$ cat config.mk
export PLATFORM = sky130hd
export DESIGN_NAME = uart_card_bridge
export DESIGN_NICKNAME = d
export VERILOG_FILES = /design/src/rtl/uart_card_bridge_pkg.sv /design/src/rtl/uart_card_bridge_gap_timer.sv /design/src/rtl/uart_card_bridge.sv
export SDC_FILE = /design/constraint.sdc
export NUM_CORES = 1
export LEC_CHECK = 0
export ABC_AREA = 1
export ABC_CLOCK_PERIOD_IN_PS = 2100
export BUFFER_PORTS_ARGS = -buffer_cell sky130_fd_sc_hd__buf_2
export CAP_MARGIN = 10
export CORE_ASPECT_RATIO = 1.75
export CORE_UTILIZATION = 35
export CTS_BUF_LIST = sky130_fd_sc_hd__clkbuf_4
export CTS_CLUSTER_DIAMETER = 40
export CTS_CLUSTER_SIZE = 20
export DETAILED_ROUTE_END_ITERATION = 10
export GPL_ROUTABILITY_DRIVEN = 1
export GPL_TIMING_DRIVEN = 0
export PLACE_DENSITY = 0.6
export SLEW_MARGIN = 20
export SYNTH_ARGS = -nofsm -noshare
export SYNTH_HDL_FRONTEND = slang
export SYNTH_SLANG_ARGS = --single-unit
$ cat constraint.sdc
create_clock -name CLOCK50 -period 2.1 [get_ports CLOCK50]
set_clock_uncertainty 0.1 [all_clocks]
set_input_delay 0.42 -clock CLOCK50 [delete_from_list [all_inputs] [get_ports CLOCK50]]
set_output_delay 0.42 -clock CLOCK50 [all_outputs]
set_load 0.01 [all_outputs]
$ cat src/rtl/uart_card_bridge_pkg.sv
// ----------------------------------------------------------------------------
// uart_card_bridge_pkg
// Purpose : shared opcode/reply byte constants, FSM state enumeration and a
//           saturating counter helper for the UART-to-card command bridge.
// Ports   : none (package).
// ----------------------------------------------------------------------------
package uart_card_bridge_pkg;

   // Command opcodes received from the UART
   localparam logic [7:0] OP_WRITE = 8'h57;
   localparam logic [7:0] OP_READ  = 8'h52;

   // Status bytes returned to the UART
   localparam logic [7:0] RPL_OK   = 8'h4B;
   localparam logic [7:0] RPL_BAD  = 8'h3F;
   localparam logic [7:0] RPL_TMO  = 8'h54;

   typedef enum logic [2:0] {
      ST_IDLE,
      ST_ADDR,
      ST_WR_REQ,
      ST_WR_DATA,
      ST_WR_PAD,
      ST_RD_REQ,
      ST_RD_DATA,
      ST_REPLY
   } state_t;

   // 8-bit increment that sticks at 255
   function automatic logic [7:0] sat_inc8(input logic [7:0] v);
      return (v == 8'hFF) ? v : v + 8'd1;
   endfunction

endpackage

$ cat src/rtl/uart_card_bridge_gap_timer.sv
// ----------------------------------------------------------------------------
// bridge_gap_timer
// Purpose : counts enabled clocks since the last clear and flags when the
//           count reaches TIMEOUT_CYC. TIMEOUT_CYC = 0 never expires.
// Ports   : CLOCK50   - system clock
//           RESET     - synchronous reset, active-low
//           i_clear   - zero the counter and drop expired
//           i_enable  - advance the counter this clock
//           o_expired - registered, high once TIMEOUT_CYC clocks elapsed
// ----------------------------------------------------------------------------
module bridge_gap_timer #(
   parameter int unsigned TIMEOUT_CYC = 50000000
) (
   input  logic CLOCK50,
   input  logic RESET,
   input  logic i_clear,
   input  logic i_enable,
   output logic o_expired
);

   localparam int unsigned CNT_W = (TIMEOUT_CYC == 0) ? 1 : $clog2(TIMEOUT_CYC + 1);
   localparam logic [CNT_W-1:0] LIMIT = CNT_W'(TIMEOUT_CYC);
   localparam bit TMO_ON = (TIMEOUT_CYC != 0);

   logic [CNT_W-1:0] r_cnt;
   logic             r_expired;

   // Gap counter; holds at the limit until cleared
   always_ff @(posedge CLOCK50) begin
      if (!RESET) begin
         r_cnt     <= '0;
         r_expired <= 1'b0;
      end else if (i_clear) begin
         r_cnt     <= '0;
         r_expired <= 1'b0;
      end else if (TMO_ON && i_enable && !r_expired) begin
         r_cnt     <= r_cnt + CNT_W'(1);
         r_expired <= ((r_cnt + CNT_W'(1)) == LIMIT);
      end
   end

   assign o_expired = r_expired;

endmodule

$ cat src/rtl/uart_card_bridge.sv
// ----------------------------------------------------------------------------
// uart_card_bridge
// Purpose : parses framed 'W'/'R' commands from a UART byte stream, issues
//           card block write/read requests, streams block data both ways and
//           returns a one-byte status ('K', '?', 'T').
// Ports   : CLOCK50/RESET            - clock, synchronous active-low reset
//           RX_STB/RX_DAT/RX_ACK     - UART receive byte channel
//           TX_STB/TX_DAT/TX_ACK     - UART transmit byte channel
//           WR_STB/WR_ADDR/WR_ACK    - block write request
//           WD_STB/WD_DATA/WD_ACK    - write data byte stream
//           RD_STB/RD_ADDR/RD_ACK    - block read request
//           RES_STB/RES_DATA/RES_ACK - read data byte stream
//           BUSY                     - FSM not idle
//           ERR_CNT                  - saturating count of '?'/'T' replies
// ----------------------------------------------------------------------------
module uart_card_bridge
   import uart_card_bridge_pkg::*;
#(
   parameter int unsigned ADDR_W      = 32,
   parameter int unsigned BLOCK_SIZE  = 512,
   parameter int unsigned TIMEOUT_CYC = 50000000
) (
   input  logic              CLOCK50,
   input  logic              RESET,
   input  logic              RX_STB,
   input  logic [7:0]        RX_DAT,
   output logic              RX_ACK,
   output logic              TX_STB,
   output logic [7:0]        TX_DAT,
   input  logic              TX_ACK,
   output logic              WR_STB,
   output logic [ADDR_W-1:0] WR_ADDR,
   input  logic              WR_ACK,
   output logic              WD_STB,
   output logic [7:0]        WD_DATA,
   input  logic              WD_ACK,
   output logic              RD_STB,
   output logic [ADDR_W-1:0] RD_ADDR,
   input  logic              RD_ACK,
   input  logic              RES_STB,
   input  logic [7:0]        RES_DATA,
   output logic              RES_ACK,
   output logic              BUSY,
   output logic [7:0]        ERR_CNT
);

   localparam int unsigned ADDR_BYTES = ADDR_W / 8;
   localparam logic [15:0] ADDR_LAST  = 16'(ADDR_BYTES - 1);
   localparam logic [15:0] BLK_LAST   = 16'(BLOCK_SIZE - 1);

   state_t            r_state;
   logic              r_is_wr;
   logic [ADDR_W-1:0] r_addr;
   logic [15:0]       r_cnt;
   logic              r_rx_ack, r_res_ack;
   logic              r_tx_stb, r_wr_stb, r_wd_stb, r_rd_stb;
   logic [7:0]        r_tx_dat, r_wd_data;
   logic [ADDR_W-1:0] r_wr_addr, r_rd_addr;
   logic              r_busy;
   logic [7:0]        r_err_cnt;

   logic              w_rx_xfer, w_tx_xfer, w_wr_xfer, w_wd_xfer;
   logic              w_rd_xfer, w_res_xfer, w_expired;
   logic [ADDR_W-1:0] w_addr_shift;

   assign w_rx_xfer    = RX_STB   & r_rx_ack;
   assign w_tx_xfer    = r_tx_stb & TX_ACK;
   assign w_wr_xfer    = r_wr_stb & WR_ACK;
   assign w_wd_xfer    = r_wd_stb & WD_ACK;
   assign w_rd_xfer    = r_rd_stb & RD_ACK;
   assign w_res_xfer   = RES_STB  & r_res_ack;
   assign w_addr_shift = (r_addr << 8) | ADDR_W'(RX_DAT);

   // Inter-byte gap: only counts while a frame is waiting on the UART
   bridge_gap_timer #(.TIMEOUT_CYC(TIMEOUT_CYC)) u_gap_timer (
      .CLOCK50   (CLOCK50),
      .RESET     (RESET),
      .i_clear   (w_rx_xfer || (r_state == ST_IDLE)),
      .i_enable  ((r_state == ST_ADDR) || ((r_state == ST_WR_DATA) && !r_wd_stb)),
      .o_expired (w_expired)
   );

   // Command FSM with registered handshake outputs
   always_ff @(posedge CLOCK50) begin
      if (!RESET) begin
         r_state   <= ST_IDLE;
         r_is_wr   <= 1'b0;
         r_addr    <= '0;
         r_cnt     <= '0;
         r_rx_ack  <= 1'b0;
         r_res_ack <= 1'b0;
         r_tx_stb  <= 1'b0;
         r_wr_stb  <= 1'b0;
         r_wd_stb  <= 1'b0;
         r_rd_stb  <= 1'b0;
         r_tx_dat  <= 8'h00;
         r_wd_data <= 8'h00;
         r_wr_addr <= '0;
         r_rd_addr <= '0;
         r_busy    <= 1'b0;
         r_err_cnt <= 8'h00;
      end else begin
         // ACKs are one-clock pulses
         r_rx_ack  <= 1'b0;
         r_res_ack <= 1'b0;
         case (r_state)
            ST_IDLE: begin
               if (w_rx_xfer) begin
                  r_busy <= 1'b1;
                  if ((RX_DAT == OP_WRITE) || (RX_DAT == OP_READ)) begin
                     r_is_wr <= (RX_DAT == OP_WRITE);
                     r_addr  <= '0;
                     r_cnt   <= '0;
                     r_state <= ST_ADDR;
                  end else begin
                     r_tx_dat  <= RPL_BAD;
                     r_tx_stb  <= 1'b1;
                     r_err_cnt <= sat_inc8(r_err_cnt);
                     r_state   <= ST_REPLY;
                  end
               end else if (RX_STB && !r_rx_ack) begin
                  r_rx_ack <= 1'b1;
               end
            end
            ST_ADDR: begin
               // A byte landing on the expiry clock takes priority
               if (w_rx_xfer) begin
                  r_addr <= w_addr_shift;
                  r_cnt  <= r_cnt + 16'd1;
                  if (r_cnt == ADDR_LAST) begin
                     r_cnt <= '0;
                     if (r_is_wr) begin
                        r_wr_addr <= w_addr_shift;
                        r_wr_stb  <= 1'b1;
                        r_state   <= ST_WR_REQ;
                     end else begin
                        r_rd_addr <= w_addr_shift;
                        r_rd_stb  <= 1'b1;
                        r_state   <= ST_RD_REQ;
                     end
                  end
               end else if (w_expired) begin
                  r_tx_dat  <= RPL_TMO;
                  r_tx_stb  <= 1'b1;
                  r_err_cnt <= sat_inc8(r_err_cnt);
                  r_state   <= ST_REPLY;
               end else if (RX_STB && !r_rx_ack) begin
                  r_rx_ack <= 1'b1;
               end
            end
            ST_WR_REQ: begin
               if (w_wr_xfer) begin
                  r_wr_stb <= 1'b0;
                  r_cnt    <= '0;
                  r_state  <= ST_WR_DATA;
               end
            end
            ST_WR_DATA: begin
               // Single-byte stage: no new RX ack while WD_STB is pending
               if (w_wd_xfer) begin
                  r_wd_stb <= 1'b0;
                  r_cnt    <= r_cnt + 16'd1;
                  if (r_cnt == BLK_LAST) begin
                     r_tx_dat <= RPL_OK;
                     r_tx_stb <= 1'b1;
                     r_state  <= ST_REPLY;
                  end
               end else if (w_rx_xfer) begin
                  r_wd_data <= RX_DAT;
                  r_wd_stb  <= 1'b1;
               end else if (w_expired && !r_wd_stb) begin
                  r_state <= ST_WR_PAD;
               end else if (!r_wd_stb && RX_STB && !r_rx_ack) begin
                  r_rx_ack <= 1'b1;
               end
            end
            ST_WR_PAD: begin
               // Driver already owns the block: fill it with zeros
               if (w_wd_xfer) begin
                  r_wd_stb <= 1'b0;
                  r_cnt    <= r_cnt + 16'd1;
                  if (r_cnt == BLK_LAST) begin
                     r_tx_dat  <= RPL_TMO;
                     r_tx_stb  <= 1'b1;
                     r_err_cnt <= sat_inc8(r_err_cnt);
                     r_state   <= ST_REPLY;
                  end
               end else if (!r_wd_stb) begin
                  r_wd_data <= 8'h00;
                  r_wd_stb  <= 1'b1;
               end
            end
            ST_RD_REQ: begin
               if (w_rd_xfer) begin
                  r_rd_stb <= 1'b0;
                  r_cnt    <= '0;
                  r_state  <= ST_RD_DATA;
               end
            end
            ST_RD_DATA: begin
               // RES_ACK only offered once TX has drained the previous byte
               if (w_tx_xfer) begin
                  r_cnt <= r_cnt + 16'd1;
                  if (r_cnt == BLK_LAST) begin
                     r_tx_dat <= RPL_OK;
                     r_state  <= ST_REPLY;
                  end else begin
                     r_tx_stb <= 1'b0;
                  end
               end else if (w_res_xfer) begin
                  r_tx_dat <= RES_DATA;
                  r_tx_stb <= 1'b1;
               end else if (!r_tx_stb && RES_STB && !r_res_ack) begin
                  r_res_ack <= 1'b1;
               end
            end
            ST_REPLY: begin
               if (w_tx_xfer) begin
                  r_tx_stb <= 1'b0;
                  r_busy   <= 1'b0;
                  r_state  <= ST_IDLE;
               end
            end
            default: begin
               r_state <= ST_IDLE;
            end
         endcase
      end
   end

   assign RX_ACK  = r_rx_ack;
   assign RES_ACK = r_res_ack;
   assign TX_STB  = r_tx_stb;
   assign TX_DAT  = r_tx_dat;
   assign WR_STB  = r_wr_stb;
   assign WR_ADDR = r_wr_addr;
   assign WD_STB  = r_wd_stb;
   assign WD_DATA = r_wd_data;
   assign RD_STB  = r_rd_stb;
   assign RD_ADDR = r_rd_addr;
   assign BUSY    = r_busy;
   assign ERR_CNT = r_err_cnt;

endmodule

==> results of run 1 <==
flip-flops by register name, indices dropped and copies added, names as in the netlist:
signal                 flops
r_state                    3
u_gap_timer.r_cnt         26
RES_ACK                    1
RD_ADDR                   32
r_addr                    24
u_gap_timer.o_expired      1
RD_STB                     1
r_is_wr                    1
WD_DATA                    8
ERR_CNT                    8
TX_STB                     1
WR_STB                     1
r_cnt                     16
TX_DAT                     8
WR_ADDR                   32
BUSY                       1
WD_STB                     1
RX_ACK                     1
synthesized netlist by cell type (all sizes together), types with 10 or more instances:
master,number
o21ai,103
a21oi,80
buf,22
o211ai,14
nand3,52
nor3,25
nand4,16
inv,99
xnor2,10
nor2,238
nand2,268
clkbuf,23
dfxtp,166
worst max path at each step:
stage | to | slack, ps | cells past startpoint
after floorplan | ERR_CNT[3] | 220 | 13
after global placement | TX_DAT[5] | -140 | 12
final | u_gap_timer.o_expired | 100 | 12
after global routing | u_gap_timer.o_expired | -30 | 12
after CTS | WR_ADDR[25] | -6 | 9
after detailed placement | TX_DAT[5] | -180 | 12
per-stage QoR:
stage / total power [uW] / worst slack (ps) / utilization / std cells
finish: 8840 / 103 / 0.433 / 1639
floorplan: 5730 / 216 / - / 1158
global placement: 6560 / -141 / 0.397 / 1576
CTS: 8620 / -5.56 / 0.417 / 1622
global route: 9440 / -33.7 / 0.433 / 1638
detailed placement: 6590 / -179 / 0.397 / 1576
cells by family (layout without fill, tap and decap cells):
group / after synthesis / after routing / synth area share
XOR/XNOR: 18 / 18 / 0.0196
buffers and inverters: 147 / 326 / 0.0805
other: 0 / 2 / 0
AND/OR/NAND/NOR: 607 / 607 / 0.331
AO/OA/AOI/OAI: 214 / 214 / 0.146
flip-flops: 166 / 166 / 0.414
adder cells (fa/ha/maj): 6 / 6 / 0.00935
routing by layer:
layer,global-route usage,vias to the layer above,part of all wire
li1,-,4091,-
met1,0.205,3714,0.37
met2,0.405,175,0.56
met4,0.0971,0,0.032
met5,0,-,0
met3,0.0414,48,0.038
what timing repair did:
| item | in CTS | in global routing |
|---|---|---|
| setup endpoints to repair | 80 | 135 |
| hold buffers | 12 | 0 |
| hold endpoints to repair | 16 | 0 |
| buffers inserted | 3 | 14 |
| resized for setup | 16 | 67 |
| pin swaps | 1 | 14 |
| gates cloned | 0 | 1 |
power breakdown:
part	total [uW]	switching, uW	leakage (uW)	internal [uW]
logic	3230	2110	0.00256	1120
registers	3680	265	0.00135	3410
clock network	1930	1220	0.000138	712
total	8840	3590	0.00404	5250
final cells by class:
class | instances | area [um2] | area share
clock buffer | 17 | 128 | 0.0130
timing repair buffer | 148 | 862 | 0.0879
inverter | 102 | 399 | 0.0407
sequential | 166 | 3350 | 0.341
antenna | 2 | 5.00 | 0.000511
multi-input combinational | 845 | 4250 | 0.434
tap | 300 | 375 | 0.0383
clock inverter | 14 | 153 | 0.0156
buffer | 45 | 285 | 0.0291
critical path, stage by stage, from the launching register on:
cell	delay [ps]
dfxtp_2	370
buf_8	140
nand2_2	70
nor2_4	210
nand3_1	90
nand2_1	140
buf_4	190
nand4_1	130
nor2_1	120
nand2_1	60
nor2_2	90
nand3_2	80
a21oi_2	130
==> results.sh, run 1 <==
export IMPL_ios=119
export IMPL_htreeDepth=4
export IMPL_grt_pass1_vias=7539
export IMPL_portBuffers=118
export IMPL_netlist_area_leader_share=0.414
export IMPL_cts_tree="yes"
export IMPL_holdCritStartpoint="RES_DATA[1]"
export IMPL_final_common_cell="nand2_1"
export IMPL_min_period_ps=2000
export IMPL_area_delta_synth_final_pct=22.1
export IMPL_cts_sinks=166
export IMPL_final_cell_mix="nand2_1, nor2_1, dfxtp_1"
export IMPL_timing_rr_end="u_gap_timer.o_expired"
export IMPL_die_h_um=202
export IMPL_maxCapViolCount=0
export IMPL_critPathMaxFanout=10
export IMPL_synthCells=1158
export IMPL_startpoint="r_state[0]"
export IMPL_cts_made_buffers=17
export IMPL_clock_fmax_mhz=501
export IMPL_clkTransAtPathRegs_ps=140
export IMPL_worstPathArrival_ps=2440
export IMPL_synthTopCellsByArea="dfxtp_1, nand2_1, nor2_1, o21ai_0, a21oi_1"
export IMPL_synth_warnings=0
export IMPL_start_util=0.355
export IMPL_max_slew_worst_pin_slew_ps=920
export IMPL_r2r_setup_slack_ps=100
export IMPL_hold_depth=5
export IMPL_root_buffer="clkbuf_4"
export IMPL_worst_setup_path_type="reg2reg"
export IMPL_drt_wl_total_um=24300
export IMPL_yosys_area_top_type="dfxtp_1"
export IMPL_die_w_um=117
export IMPL_timing_hold_ws_ps=54.2
export IMPL_ir_worst_vdd_v=0.000416
export IMPL_setup_viol=0
export IMPL_synth_edf_count=0
export IMPL_slew_violations=0
export IMPL_fin_crit_sh=0.951
export IMPL_hold_violations=0
export IMPL_slew_headroom=0.386
export IMPL_power_leakage_uw=0.00404
export IMPL_setup_tns_ps=0
export IMPL_seq_area_frac_synth=0.414
export IMPL_stdcell_area_um2=9800
export IMPL_post_dp_cell_area_um2=9000
export IMPL_die_area_um2=23600
export IMPL_grt_pass1_wl_um=37800
export IMPL_holdPathEnd="TX_DAT[1]"
export IMPL_worst_ep_required_time_ps=2540
export IMPL_end_kind="flip-flop"
export IMPL_fill_cells=2464
export IMPL_grt_ovfl_total=0
export IMPL_yosysUniqueCellTypes=48
export IMPL_syn_nets=1188
export IMPL_dp_hpwl_um=18200
export IMPL_drt_iter0_markers=384
export IMPL_insertion_delay_ps=590
export IMPL_worstHoldPathType="in2reg"
export IMPL_drc=0
export IMPL_cts_buffer_depth=2
export IMPL_wl_per_cell_um=14.8
export IMPL_status="finished clean"
export IMPL_core_um2=22700
export IMPL_grt_usage=0.210
export IMPL_viasPerCell=4.90
export IMPL_ys_ff_latch=166
export IMPL_rr_worst_depth=12
export IMPL_vias=8028
export IMPL_grt_max_degree=17
export IMPL_synth_flop_cell="dfxtp_1"
export IMPL_place_gp_congestion=0.930
export IMPL_grt_antenna_before_repair=2
export IMPL_firstDrtPassIters=7
export IMPL_avgSynthCellArea_um2=6.94
export IMPL_cp_start_kind="flip-flop"
export IMPL_r2r_start="r_state[0]"
export IMPL_antenna_left=0
export IMPL_fin_nets=1355
export IMPL_drive_above_1_share=0.233
export IMPL_async_flop_share=0
export IMPL_power_density_nw_per_um2=902
export IMPL_rows=73
export IMPL_rsz0062_at_grt="true"
export IMPL_synth_area_um2=8030
(Power assumes the default switching activity.)
==> inputs of run 2 (changes only) <==
- ABC_CLOCK_PERIOD_IN_PS: 2100 -> default
- PLACE_DENSITY: 0.6 -> 0.62
- SETUP_SLACK_MARGIN: default -> 0.2
- clock period: 2.1 -> 1.8 ns (I/O delays scaled with it)
==> results.sh, run 2 (same netlist as run 1, synthesis figures left out) <==
export IMPL_viasPerCell=5.28
export IMPL_cp_slowest_cell="dfxtp_2"
export IMPL_die_area_um2=23600
export IMPL_htreeDepth=4
export IMPL_die_w_um=117
export IMPL_power_leakage_uw=0.00564
export IMPL_p_switching_uw=5710
export IMPL_cts_tree="yes"
export IMPL_place_gp_congestion=0.908
export IMPL_worstHoldPathType="in2reg"
export IMPL_grt_pass1_vias=8652
export IMPL_fin_ws_ps=-238
export IMPL_grt_ovfl_total=0
export IMPL_multi_input_area_um2=5590
export IMPL_critPathMaxFanout=7
export IMPL_ir_worst_vdd_v=0.000529
export IMPL_wl_per_cell_um=17.9
export IMPL_final_cell_mix="nand2_1, nor2_1, buf_6"
export IMPL_core_um2=22700
export IMPL_min_period_ps=2040
export IMPL_worst_ep_required_time_ps=2210
export IMPL_worstPathArrival_ps=2450
export IMPL_drc=0
export IMPL_power_frac_seq=0.318
export IMPL_startpoint="r_state[0]"
export IMPL_fill_cells=1818
export IMPL_r2r_start="r_state[0]"
export IMPL_drt_iter0_markers=530
export IMPL_p_int_uw=7990
export IMPL_grt_usage=0.241
export IMPL_fin_nets=1510
export IMPL_power_frac_clock=0.175
export IMPL_final_common_cell="nand2_1"
export IMPL_holdCritStartpoint="TX_ACK"
export IMPL_cts_buffer_depth=2
export IMPL_rsz0062_at_grt="true"
export IMPL_stdcell_area_um2=13700
export IMPL_firstDrtPassIters=5
export IMPL_ios=119
export IMPL_pre_cts_ws_ps=-380
export IMPL_vias=9475
export IMPL_fin_crit_sh=1.13
export IMPL_dp_hpwl_um=18300
export IMPL_rr_worst_depth=13
export IMPL_rows=73
export IMPL_portBuffers=118
export IMPL_antenna_left=0
export IMPL_max_slew_worst_pin_slew_ps=988
export IMPL_end_kind="flip-flop"
export IMPL_power_density_nw_per_um2=997
export IMPL_regArea_um2=3530
export IMPL_die_h_um=202
export IMPL_area_delta_synth_final_pct=71.1
export IMPL_worst_setup_path_type="reg2reg"
export IMPL_hold_depth=4
export IMPL_insertion_delay_ps=630
export IMPL_grt_pass1_wl_um=43300
export IMPL_status="complete, but fails checks"
export IMPL_cpPeakStageDelay_ps=380
export IMPL_cts_made_buffers=17
export IMPL_timing_hold_ws_ps=95.4
export IMPL_cts_sinks=166
export IMPL_power_frac_comb=0.507
export IMPL_slew_violations=0
export IMPL_setup_viol=118
export IMPL_root_buffer="clkbuf_4"
export IMPL_clkTransAtPathRegs_ps=150
export IMPL_slew_headroom=0.341
export IMPL_crit_chain="buf_8, nand2_4, nor2_4, inv_4, buf_12, nor2_4, o21ai_1, nand4_1, nor3_2, o21ai_2, nand2_1, nand2_1, nor2_1"
export IMPL_post_dp_cell_area_um2=9120
export IMPL_drt_wl_total_um=32100
export IMPL_grt_max_degree=17
export IMPL_grt_antenna_before_repair=2
export IMPL_cp_start_kind="flip-flop"
export IMPL_p_sw_frac=0.417
export IMPL_maxCapViolCount=0
export IMPL_violations="negative setup slack"
export IMPL_drive_above_1_share=0.545
export IMPL_start_util=0.355
export IMPL_clock_fmax_mhz=491
export IMPL_hold_violations=0
-- run 2: area by class of cell --
| cell class | instances | share of cell area |
|---|---|---|
| multi-input cells | 846 | 0.407 |
| clock inverters | 15 | 0.0120 |
| inverters | 102 | 0.0341 |
| clock buffers | 17 | 0.00929 |
| plain buffers | 45 | 0.0372 |
| flip-flops and latches | 166 | 0.257 |
| repair buffers | 302 | 0.216 |
| diodes | 2 | 0.000364 |
| well taps | 300 | 0.0273 |
-- run 2: through the flow --
stage           util  power, uW  setup TNS [ps]  cells
2_1_floorplan      -       6820               0   1158
3_3_place_gp   0.403       7780          -31070   1576
3_5_place_dp   0.403       7810          -34600   1576
4_1_cts        0.517      11900           -4930   1726
5_1_grt        0.607      14300          -24560   1795
6_report       0.607      13700          -17030   1795
-- run 2: worst max-delay path, delay by kind of cell, from the launching register on --
family,cells,cell delay (ps)
AOI/OAI and AO/OA,2,230
buffers and inverters,3,400
and+or+nand+nor,8,830
DFF,1,380
-- run 2: layer usage --
layer / GRT usage / share of wire / up-vias
met1: 0.225 / 0.33 / 4513
met2: 0.463 / 0.55 / 360
met5: 0 / 0 / -
met3: 0.0447 / 0.042 / 167
met4: 0.147 / 0.076 / 0
li1: - / - / 4435
-- run 2: power groups by stage --
stage	clock [uW]	combinational (uW)	sequential, uW
CTS	2400	5210	4320
floorplan	0	2480	4340
detailed placement	0	3450	4360
global route	2580	7320	4390
finish	2400	6940	4360
global placement	0	3430	4360
-- run 2: path summary, 6_finish.rpt --
path / endpoint / slack (ps)
max: r_state[2] / -240
min: BUSY / 100
max reg2reg: r_state[2] / -240
min reg2reg: WD_DATA[7] / 380
-- run 2: repair_timing --
action,CTS,global route
hold endpoints to repair,40,0
hold buffers,21,0
pin swaps,66,111
endpoints found under the setup margin,221,242
buffers inserted,82,59
gates resized for setup,396,429
gates cloned,15,8
